File: src/rtl/gcd_sched_pkg.sv
// Shared types and constants for the GCD job scheduler.
// Holds the FSM state enum, operand/result widths and the timeout limit.
`timescale 1ns/1ps
package gcd_sched_pkg;

  localparam int OP_W        = 8;
  localparam int RES_W       = 16;
  localparam int TIMEOUT_CYC = 32;

  typedef enum logic [1:0] {
    S_IDLE,
    S_ISSUE,
    S_WAIT,
    S_HOLD
  } state_t;

endpackage

File: src/rtl/gcd_op_fifo.sv
// Operand-pair queue for the GCD scheduler.
// Ports: clk, reset (async, active-high), push/din, pop/dout, full, empty.
`timescale 1ns/1ps
module gcd_op_fifo
  import gcd_sched_pkg::*;
#(
  parameter int WIDTH = 2 * OP_W,
  parameter int DEPTH = 4
) (
  input  logic             clk,
  input  logic             reset,
  input  logic             push,
  input  logic [WIDTH-1:0] din,
  input  logic             pop,
  output logic [WIDTH-1:0] dout,
  output logic             full,
  output logic             empty
);

  localparam int AW = $clog2(DEPTH);
  localparam logic [AW:0] DEPTH_C = (AW+1)'(DEPTH);

  logic [WIDTH-1:0] mem [DEPTH];
  logic [AW-1:0]    wr_ptr;
  logic [AW-1:0]    rd_ptr;
  logic [AW:0]      count;

  assign full  = (count == DEPTH_C);
  assign empty = (count == '0);
  assign dout  = mem[rd_ptr];

  always_ff @(posedge clk) begin
    if (push) begin
      mem[wr_ptr] <= din;
    end
  end

  always_ff @(posedge clk or posedge reset) begin
    if (reset) begin
      wr_ptr <= '0;
      rd_ptr <= '0;
      count  <= '0;
    end else begin
      if (push) begin
        wr_ptr <= wr_ptr + 1'b1;
      end
      if (pop) begin
        rd_ptr <= rd_ptr + 1'b1;
      end
      unique case ({push, pop})
        2'b10:   count <= count + 1'b1;
        2'b01:   count <= count - 1'b1;
        default: count <= count;
      endcase
    end
  end

endmodule

File: src/rtl/gcd_job_sched.sv
// Queues operand pairs, issues them to an external GCD engine one at a
// time and presents {a, b, gcd} through a one-entry output slot.
// Ports: clk, reset (async, active-high); in_valid/in_ready/in_a/in_b;
// out_valid/out_ready/out_a/out_b/out_gcd; gcd_start/gcd_a/gcd_b;
// gcd_done/gcd_result; busy.
// Build macro GCD_SCHED_TIMEOUT_EN adds a timeout_err output and drops
// a job whose engine has not answered after TIMEOUT_CYC wait cycles.
`timescale 1ns/1ps
module gcd_job_sched
  import gcd_sched_pkg::*;
#(
  parameter int FIFO_DEPTH = 4
) (
  input  logic             clk,
  input  logic             reset,
  input  logic             in_valid,
  output logic             in_ready,
  input  logic [OP_W-1:0]  in_a,
  input  logic [OP_W-1:0]  in_b,
  output logic             out_valid,
  input  logic             out_ready,
  output logic [OP_W-1:0]  out_a,
  output logic [OP_W-1:0]  out_b,
  output logic [RES_W-1:0] out_gcd,
  output logic             gcd_start,
  output logic [OP_W-1:0]  gcd_a,
  output logic [OP_W-1:0]  gcd_b,
  input  logic             gcd_done,
  input  logic [RES_W-1:0] gcd_result,
`ifdef GCD_SCHED_TIMEOUT_EN
  output logic             timeout_err,
`endif
  output logic             busy
);

  state_t state;
  state_t state_n;

  logic              full;
  logic              empty;
  logic              push;
  logic              pop;
  logic [2*OP_W-1:0] q_dout;
  logic [OP_W-1:0]   sh_a;
  logic [OP_W-1:0]   sh_b;
  logic              slot_free;
  logic              capture;

  // in_ready comes from the registered count, so a full queue stays
  // not-ready even in a cycle that also pops.
  assign in_ready  = !full;
  assign push      = in_valid && in_ready;
  assign slot_free = !out_valid || out_ready;
  assign gcd_start = (state == S_ISSUE);
  assign busy      = (state != S_IDLE);

  gcd_op_fifo #(
    .WIDTH (2 * OP_W),
    .DEPTH (FIFO_DEPTH)
  ) u_fifo (
    .clk   (clk),
    .reset (reset),
    .push  (push),
    .din   ({in_a, in_b}),
    .pop   (pop),
    .dout  (q_dout),
    .full  (full),
    .empty (empty)
  );

`ifdef GCD_SCHED_TIMEOUT_EN
  localparam int TW = $clog2(TIMEOUT_CYC);

  logic [TW-1:0] tmo_cnt;
  logic          tmo_hit;
  logic          tmo_fire;

  assign tmo_hit = (tmo_cnt == TW'(TIMEOUT_CYC - 1));

  always_ff @(posedge clk or posedge reset) begin
    if (reset) begin
      tmo_cnt     <= '0;
      timeout_err <= 1'b0;
    end else begin
      if (state == S_WAIT) begin
        tmo_cnt <= tmo_cnt + 1'b1;
      end else begin
        tmo_cnt <= '0;
      end
      if (tmo_fire) begin
        timeout_err <= 1'b1;
      end
    end
  end
`endif

  always_comb begin
    state_n = state;
    pop     = 1'b0;
    capture = 1'b0;
`ifdef GCD_SCHED_TIMEOUT_EN
    tmo_fire = 1'b0;
`endif
    unique case (state)
      S_IDLE: begin
        if (!empty && gcd_done) begin
          pop     = 1'b1;
          state_n = S_ISSUE;
        end
      end
      S_ISSUE: begin
        state_n = S_WAIT;
      end
      S_WAIT: begin
        if (gcd_done) begin
          if (slot_free) begin
            capture = 1'b1;
            state_n = S_IDLE;
          end else begin
            state_n = S_HOLD;
          end
        end
`ifdef GCD_SCHED_TIMEOUT_EN
        else if (tmo_hit) begin
          tmo_fire = 1'b1;
          state_n  = S_IDLE;
        end
`endif
      end
      S_HOLD: begin
        // The engine keeps gcd_result stable while idle.
        if (slot_free) begin
          capture = 1'b1;
          state_n = S_IDLE;
        end
      end
      default: state_n = S_IDLE;
    endcase
  end

  always_ff @(posedge clk or posedge reset) begin
    if (reset) begin
      state <= S_IDLE;
    end else begin
      state <= state_n;
    end
  end

  always_ff @(posedge clk or posedge reset) begin
    if (reset) begin
      gcd_a <= '0;
      gcd_b <= '0;
      sh_a  <= '0;
      sh_b  <= '0;
    end else if (pop) begin
      gcd_a <= q_dout[2*OP_W-1:OP_W];
      gcd_b <= q_dout[OP_W-1:0];
      sh_a  <= q_dout[2*OP_W-1:OP_W];
      sh_b  <= q_dout[OP_W-1:0];
    end
  end

  always_ff @(posedge clk or posedge reset) begin
    if (reset) begin
      out_valid <= 1'b0;
      out_a     <= '0;
      out_b     <= '0;
      out_gcd   <= '0;
    end else if (capture) begin
      out_valid <= 1'b1;
      out_a     <= sh_a;
      out_b     <= sh_b;
      out_gcd   <= gcd_result;
    end else if (out_ready) begin
      out_valid <= 1'b0;
    end
  end

endmodule

File: config.mk
export PLATFORM = sky130hd
export DESIGN_NAME = gcd_job_sched
export DESIGN_NICKNAME = d
export VERILOG_FILES = /design/src/rtl/gcd_sched_pkg.sv /design/src/rtl/gcd_op_fifo.sv /design/src/rtl/gcd_job_sched.sv
export SDC_FILE = /design/constraint.sdc
export NUM_CORES = 1
export LEC_CHECK = 0
export ABC_AREA = 1
export CORE_ASPECT_RATIO = 1.25
export CORE_MARGIN = 8
export CORE_UTILIZATION = 50
export CTS_CLUSTER_DIAMETER = 50
export DETAILED_ROUTE_END_ITERATION = 10
export PLACE_DENSITY = 0.83
export SLEW_MARGIN = 20
export SYNTH_ARGS = -nofsm -noshare
export SYNTH_HDL_FRONTEND = slang
export SYNTH_SLANG_ARGS = --single-unit
File: constraint.sdc
create_clock -name clk -period 5.45 [get_ports clk]
set_input_delay 1.09 -clock clk [delete_from_list [all_inputs] [get_ports clk]]
set_output_delay 1.09 -clock clk [all_outputs]
set_load 0.02 [all_outputs]
==> out/results.tsv <==
metric	value	unit
status	completed	
period_minus_slack	3.32	ns
hpwl	7370	um
worstSetupStartpoint	gcd_done	
grt_pass1_vias	3895	
busiest_layer	met2	
grt_use_met1	18.6	%
synth_ff_type	edfxtp_1	
p_comb_share	36.1	%
power_switching	1470	uW
diodes	0	
grt_pass1_wl	18500	um
vdd_ir_drop_max	280	uV
finalSetupTns	0	ns
drt_wl_total	11200	um
hold_class	register to register	
cp-start-kind	input port	
synth_edf_count	64	
fillers	746	
power	4040	uW
postCtsHoldBufs	0	
vias	3726	
drt_iter0_markers	173	
holdCritStartpoint	out_gcd[6]	
worst_pin_slew	0.926	ns
pin_count	89	
place_area	6110	um2
drt-vias-per-instance	4.88	
dieHeight	130	um
ant_nets	0	
synthToLayoutAreaGrowth	28.9	%
final_area	6680	um2
drive_gt1_share	6.14	%
cts.sinks	122	
crit_path_end_kind	register	
design.core.area	10100	um2
power_per_cell_area	605	nW/um2
start_util	51.3	%
synth_area_per_cell	9.65	um2
antenna_found_initial	0	
internal-power	2570	uW
finClkSkew	0.00788	ns
cap_violations	0	
yosys_warnings	0	
post-route-util	66.1	%
setup_ws	2.13	ns
async_flop_share	47.5	%
leakagePower	0.00319	uW
required	5.77	ns
maxSlewViolCount	0	
drc	0	
io_buffers	88	
pwr-share-seq	37.6	%
numCtsBuffers	17	
finalSetupViolCount	0	
wl_per_cell	14.6	um
die_w	107	um
r2r-start	state[1]	
ys_types	26	
rows	41	
met3_usage	5.77	%
criticalPathCategory	input port to register	
gp_congestion	0.764	
die_area	13900	um2
nNetsFinal	667	
cts_tree	yes	
clockBufferDepth	2	
overflow	0	
cts_max_level	4	
dp_slack	1.74	ns
rsz0062_at_grt	false	
path_max_fanout	20	
switching_share	36.4	%
clkPwrFrac	26.2	%
clk_pin_slew	0.05	ns
fmax	301	MHz
fin_crit_sh	60.9	%
slew-limit-headroom	38.2	%
syn_nets	580	
synth_area	5180	um2
first_pass_iters	4	
root_buffer	clkbuf_16	
ys_seq_area_share	65.1	%
grt_max_degree	59	
worstSkewPairLatency	0.40	ns
synth_seq_cells	122	
gr-usage-met2	29.0	%
post_cts.repair.setup_buffers	0	
postSynthCellCount	537	
r2r_slack	2.70	ns
grt_usage	17.2	%
hold_violations	0	
crit_arrival	3.64	ns
ctsResizeCount	0	
-- cell families (layout without fill, tap and decap cells) --
kind of cell	Yosys count	count (layout)	share of synthesized area, %
simple gates	290	290	22.9
fa+ha+maj	6	6	1.59
compound gates	6	6	0.845
xor+xnor	4	4	0.676
buf+inv	109	207	8.91
flops	122	122	65.1
-- through the flow --
stage	instances	hold WS, ns
after floorplan	537	0.460
after global placement	734	0.453
after detailed placement	734	0.459
after CTS	764	0.471
after global routing	764	0.497
final	764	0.471
-- per-layer routing --
layer,part of all wire (%),up-vias
met5,0,-
met4,2.1,0
met3,6.2,16
met2,52,123
met1,40,1753
li1,-,1834
-- critical path, stage by stage --
cell,delay (ns)
clkdlybuf4s50_1,0.52
nand3_1,0.52
inv_2,0.45
ha_1,0.23
inv_1,0.06
fa_1,0.38
inv_1,0.07
nand2_1,0.05
nand3b_1,0.09
xor2_1,0.16
-- placed cells by master, fill, tap and decap left out, types with 3 or more instances in the layout --
cell type | synthesis | final
buf_4 | 2 | 3
bufinv_16 | 0 | 3
clkbuf_16 | 0 | 17
clkdlybuf4s50_1 | 0 | 88
clkinv_1 | 1 | 5
dfrtp_1 | 58 | 57
edfxtp_1 | 64 | 64
ha_1 | 5 | 5
inv_1 | 81 | 80
inv_2 | 4 | 5
nand2_1 | 210 | 209
nand3_1 | 66 | 66
nor2_1 | 10 | 8
-- power groups by stage --
stage / Clock (uW) / Sequential [uW] / Combinational [uW]
after global routing: 1120 / 1550 / 1630
after CTS: 1080 / 1520 / 1480
final: 1060 / 1520 / 1460
after global placement: 0 / 1510 / 1410
after floorplan: 0 / 1630 / 776
after detailed placement: 0 / 1520 / 1470
-- cells in the mapped netlist (2+ instances only) --
cell type,count,share of area [%]
nor2_1,10,0.72
nand3_1,66,6.4
buf_2,12,1.2
nand2_1,210,15
edfxtp_1,64,37
ha_1,5,1.2
xor2_1,2,0.34
buf_4,2,0.29
dfrtp_1,58,28
xnor2_1,2,0.34
buf_6,4,0.87
inv_2,4,0.29
clkbuf_1,4,0.29
inv_1,81,5.9
a21oi_1,2,0.19
-- path summary, 6_finish.rpt --
path,end,cells past startpoint
min in group asynchronous,out_gcd[13],3
max in group asynchronous,u_fifo.rd_ptr[0],3
setup / recovery,u_fifo.count[2],10
hold / removal,out_gcd[6],2
setup reg to reg,u_fifo.count[2],10
hold reg to reg,out_gcd[6],2
-- area by class of cell --
cell class	instances	area (um2)	area share, %
Clock buffer	19	433	6.48
Sequential cell	122	3370	50.5
Inverter	86	323	4.83
Tap cell	129	161	2.42
Clock inverter	11	130	1.95
Timing Repair Buffer	91	903	13.5
Multi-Input combinational cell	306	1360	20.3
-- state kept, by name, summed over array words and instances, names as in the netlist --
register       flops
sh_b               8
out_gcd           16
state              2
out_a              8
u_fifo.wr_ptr      2
u_fifo.mem        64
out_valid          1
out_b              8
u_fifo.count       3
u_fifo.rd_ptr      2
sh_a               8
No activity file was read; power rests on OpenSTA's default activity.
